### src/rtl/multi_channel_processor.sv
// Scans enabled ADC channels, averaging 2^AVG_LOG2 samples per result; result appears the cycle after the last sample.
// Holds the result (dropping samples) until out_ready; then moves on to the next enabled channel.
module multi_channel_processor #(
  parameter int NUM_CH   = 4,
  parameter int DATA_W   = 10,
  parameter int AVG_LOG2 = 2
) (
  input  logic              clk,
  input  logic              rst,
  input  logic [NUM_CH-1:0] ch_enable,
  output logic [3:0]        channel,
  input  logic              new_sample,
  input  logic [DATA_W-1:0] sample,
  input  logic [3:0]        sample_channel,
  output logic              out_valid,
  input  logic              out_ready,
  output logic [DATA_W-1:0] out_data,
  output logic [3:0]        out_channel,
  output logic              busy
);

  typedef enum logic [1:0] {IDLE, ACCUM, OUTPUT} state_t;

  localparam int ACC_W = DATA_W + AVG_LOG2;
  localparam int CNT_W = AVG_LOG2 + 1;
  localparam logic [CNT_W-1:0] LAST = CNT_W'((1 << AVG_LOG2) - 1);

  state_t           state;
  logic [ACC_W-1:0] acc;
  logic [CNT_W-1:0] count;
  logic             hit;
  logic [ACC_W-1:0] sum;

  // channel never reaches NUM_CH, so out-of-range sample_channel values never match
  assign hit  = new_sample && (sample_channel == channel);
  assign sum  = acc + ACC_W'(sample);
  assign busy = (state != IDLE);

  // Next enabled index strictly after cur, wrapping; returns cur if nothing else is enabled.
  function automatic logic [3:0] next_ch(input logic [NUM_CH-1:0] en, input logic [3:0] cur);
    logic found;
    int   idx;
    next_ch = cur;
    found   = 1'b0;
    for (int i = 1; i <= NUM_CH; i++) begin
      idx = (int'(cur) + i) % NUM_CH;
      if (!found && en[idx]) begin
        next_ch = 4'(idx);
        found   = 1'b1;
      end
    end
  endfunction

  always_ff @(posedge clk or negedge rst) begin
    if (!rst) begin
      state       <= IDLE;
      channel     <= '0;
      acc         <= '0;
      count       <= '0;
      out_valid   <= 1'b0;
      out_data    <= '0;
      out_channel <= '0;
    end else begin
      case (state)
        IDLE: begin
          acc     <= '0;
          count   <= '0;
          channel <= '0;
          if (|ch_enable) begin
            // starting the search just past the top index yields the lowest enabled one
            channel <= next_ch(ch_enable, 4'(NUM_CH - 1));
            state   <= ACCUM;
          end
        end
        ACCUM: begin
          if (hit) begin
            if (count == LAST) begin
              out_data    <= DATA_W'(sum >> AVG_LOG2);
              out_channel <= channel;
              out_valid   <= 1'b1;
              state       <= OUTPUT;
            end else begin
              acc   <= sum;
              count <= count + CNT_W'(1);
            end
          end
        end
        OUTPUT: begin
          if (out_ready) begin
            out_valid <= 1'b0;
            acc       <= '0;
            count     <= '0;
            if (|ch_enable) begin
              channel <= next_ch(ch_enable, channel);
              state   <= ACCUM;
            end else begin
              channel <= '0;
              state   <= IDLE;
            end
          end
        end
        default: state <= IDLE;
      endcase
    end
  end

endmodule

### config.mk
export PLATFORM = sky130hd
export DESIGN_NAME = multi_channel_processor
export DESIGN_NICKNAME = d
export VERILOG_FILES = /design/src/rtl/multi_channel_processor.sv
export SDC_FILE = /design/constraint.sdc
export NUM_CORES = 1
export LEC_CHECK = 0
export CORE_ASPECT_RATIO = 1.2
export CORE_MARGIN = 2
export CORE_UTILIZATION = 40
export DETAILED_ROUTE_END_ITERATION = 10
export PLACE_DENSITY = 0.73
export SYNTH_ARGS = -nofsm -noshare
export SYNTH_HDL_FRONTEND = slang
export SYNTH_SLANG_ARGS = --single-unit
### constraint.sdc
create_clock -name clk -period 1.9 [get_ports clk]
set_input_delay 0.38 -clock clk [delete_from_list [all_inputs] [get_ports clk]]
set_output_delay 0.38 -clock clk [all_outputs]
set_load 0.02 [all_outputs]
==> results.yml <==
logic_synthesis:
  async_flop_share_pct: 100.0
  synthesis.area_um2: 2058
  synth_seq_cells: 32
  synth_enable_flop_cells: 0
  complex_gate_fraction_of_the_synthesized_area_pct: 25.41
  yosys_warnings: 0
  synth.distinct_cells: 53
  main_combinational_cell_family_by_area_after_synthesis: "compound AO/OA/AOI/OAI gates"
  dominantRegCellSynth: "sky130_fd_sc_hd__dfrtp_1"
  post_synthesis_instance_total: 223
  muxShareOfSynthArea_pct: 1.581
  synth_xor_area_share_pct: 3.769
  simple_gate_share_of_the_synthesized_area_pct: 16.78
  synth-adder-area-share_pct: 8.267
  postSynthAreaPerCell_um2: 9.230
  seq_area_frac_synth_pct: 38.91
floorplan:
  die-area_um2: 5738
  ios: 42
  initial_utilization_pct: 41.67
  row_count: 28
  die_w_um: 69.48
  design.core.area_um2: 4940
  floorplan.die.height_um: 82.58
route:
  finalWirelength_um: 5379
  antenna_violating_nets_post_route: 0
  avgRoutedWirePerCell_um: 14.62
  detail_route.first_pass.iterations: 4
  first_iter_violations: 104
  drt_via_density: 5.514
  drc_errors: 0
  dr_total_vias: 2029
sta:
  hold_viol: 0
  final.hold.worst_slack_ps: 479.1
  finalWorstPathRequiredPeriod_ps: 2009
  max_slew_margin_pct: 66.26
  slew_limit_fails: 0
  max_clock_freq_mhz: 497.9
  worstMarginPinSlew_ps: 504.9
  finalSetupViolations: 7
  post-route-worst-setup-slack_ps: -108.6
  fin_skew_ps: 8.775
  fin_crit_sh_pct: 105.7
  rsz0062_at_grt: "true"
power:
  peak_ir_drop_on_the_vdd_network_v: 0.0003580
  clock_power_share_pct: 22.5
  pwr-share-seq_pct: 28.9
  p_comb_share_pct: 48.6
  leakagePower_nw: 1.473
  internal_power_mw: 2.064
  fin_total_pwr_mw: 3.206
  p_sw_share_pct: 35.63
  power.switching_mw: 1.142
  cellPowerDensity_nw_per_um2: 1037
placed_design:
  dpl-instance-area_um2: 2798
  gp_congestion: 0.9291
  dpl_worst_slack_ps: -605.1
  detailedPlacementHpwl_um: 3889
  io_buffers: 37
run_status:
  failed_checks: "negative setup slack"
  status: "complete, but fails checks"
min_path:
  hold_path_class: "primary input to async pin"
critical_path:
  timing.critical_path.slowest_cell_delay_ps: 410
  required_ps: 2120
  cp_data_arrival_time_ps: 2230
  timing.critical_path.cells: "ha_4 > fa_2 > a211oi_2 > o21bai_1 > a211o_1 > o31a_1 > nand2_1"
  setup.worst_path.class: "flip-flop to flip-flop"
  kind_of_launch_point_of_the_worst_setup_path: "flip-flop"
  worstSetupEndpointType: "flip-flop"
  critical_path_slowest_stage_cell: "sky130_fd_sc_hd__dfrtp_1"
  worst-path-max-fanout: 5
global_route:
  number_of_global_route_vias_before_repair: 2036
  maximum_number_of_pins_on_one_net_before_global_route_repair: 33
  grt_antenna_before_repair: 0
  globalRoute.totalOverflow: 0
  global_route_wire_length_before_repair_um: 9004
  grt_usage_pct: 19.67
finish:
  layout.cell_area.non_filler_um2: 3092
  final_layout_size_suffix_gt1_share_pct: 28.25
  layout_commonest_cell: "sky130_fd_sc_hd__buf_4"
  num_antenna_cells: 0
  synth_to_final_area_change_pct: 50.21
  layout.nets: 342
  final_cell_mix: "48 x sky130_fd_sc_hd__buf_4, 31 x sky130_fd_sc_hd__dfrtp_1, 29 x sky130_fd_sc_hd__clkdlybuf4s50_1"
clock_tree:
  clkTransAtPathRegs_ps: 70
  worst_skew_pair.late_latency_ps: 290
  tritoncts: "done"
  tritoncts.num_buffers: 5
  cts.htree.levels: 2
  root_buffer: "sky130_fd_sc_hd__clkbuf_8"
  clock_sinks: 32
  clockBufferDepth: 2
flow_run:
  maxCapViolCount: 0
-- registers in the layout, indices dropped and copies added, names as in the netlist --
| name | cells |
|---|---|
| acc | 12 |
| channel | 2 |
| count | 3 |
| out_channel | 2 |
| out_data | 10 |
| out_valid | 1 |
| state | 2 |
-- path summary, 6_finish.rpt --
path	slack [ps]	cells past startpoint	endpoint	startpoint
min in group clk	480	2	out_data[6]$_DFFE_PN0P_	out_data[6]$_DFFE_PN0P_
worst min-delay path	480	2	acc[1]$_DFFE_PN0P_	rst
worst max-delay path	-110	7	acc[10]$_DFFE_PN0P_	acc[0]$_DFFE_PN0P_
max in group asynchronous	1090	2	state[1]$_DFFE_PN0P_	rst
worst min register to register	480	2	out_data[6]$_DFFE_PN0P_	out_data[6]$_DFFE_PN0P_
worst max register to register	-110	7	acc[10]$_DFFE_PN0P_	acc[0]$_DFFE_PN0P_
-- Yosys cell counts, drive strengths merged, types with 4 or more instances --
library cell,number,area (µm²)
dfrtp,32,800.8
nand2,29,111.4
a21oi,16,95.10
o21ai,16,80.08
ha,12,150.1
nor2,12,45.04
buf,11,71.31
o31ai,7,52.55
inv,6,22.52
nor3,6,30.03
xnor2,5,51.30
a21o,4,31.28
a22o,4,35.03
and2,4,25.02
nand3,4,20.02
nand4,4,25.02
nor2b,4,25.02
-- logic make-up (layout without fill, tap and decap cells) --
family,Yosys count,after routing
buffers and inverters,20,102
AOI/OAI and AO/OA,74,74
other,1,4
adders and majority gates,13,13
DFF,32,32
xor gates and xnor gates,8,8
muxes,3,3
and+or+nand+nor,72,72
-- routing by layer --
metal / global-route usage, % / routed length (µm) / vias up
met4: 7.843 / 112 / 0
li1: - / - / 979
met3: 3.641 / 231 / 15
met2: 37.79 / 2875 / 68
met5: 0 / 0 / -
met1: 21.57 / 2160 / 967
-- power groups by stage --
stage	sequential (mW)	combinational, mW	clock, mW
6_report	0.925	1.56	0.723
5_1_grt	0.942	1.72	0.764
4_1_cts	0.916	1.43	0.740
3_5_place_dp	0.921	1.39	0
3_3_place_gp	0.916	1.35	0
2_1_floorplan	0.913	0.815	0
-- through the flow --
step	TNS (ps)	std cells	utilization, %
finish	-388.2	368	62.59
global route	-1388	368	62.59
CTS	-386.1	364	59.70
detailed placement	-8727	355	56.64
global placement	-7658	355	56.64
floorplan	-42.55	226	-
-- cell type report --
cell class | instances | area [µm²]
fillers | 409 | 1848
multi-input cells | 174 | 1292
flip-flops and latches | 32 | 802.0
repair buffers | 88 | 773.2
clock buffers | 7 | 96.34
well taps | 60 | 75.07
clock inverters | 1 | 30.03
inverters | 6 | 22.52
-- worst max-delay path, delay by kind of cell, from the launching register on --
| kind | cells | cell delay (ps) |
|---|---|---|
| AO/OA/AOI/OAI | 4 | 950 |
| adder cells (fa/ha/maj) | 2 | 530 |
| flip-flops | 1 | 410 |
| AND/OR/NAND/NOR | 1 | 60 |
-- repair_timing --
action / 4_1_cts / 5_1_grt
buffers inserted: 1 / 4
setup endpoints to repair: 16 / 25
pin swaps: 10 / 17
hold buffers: 0 / 0
resized for setup: 11 / 26
Note: power is estimated with default switching activity, not from simulation.
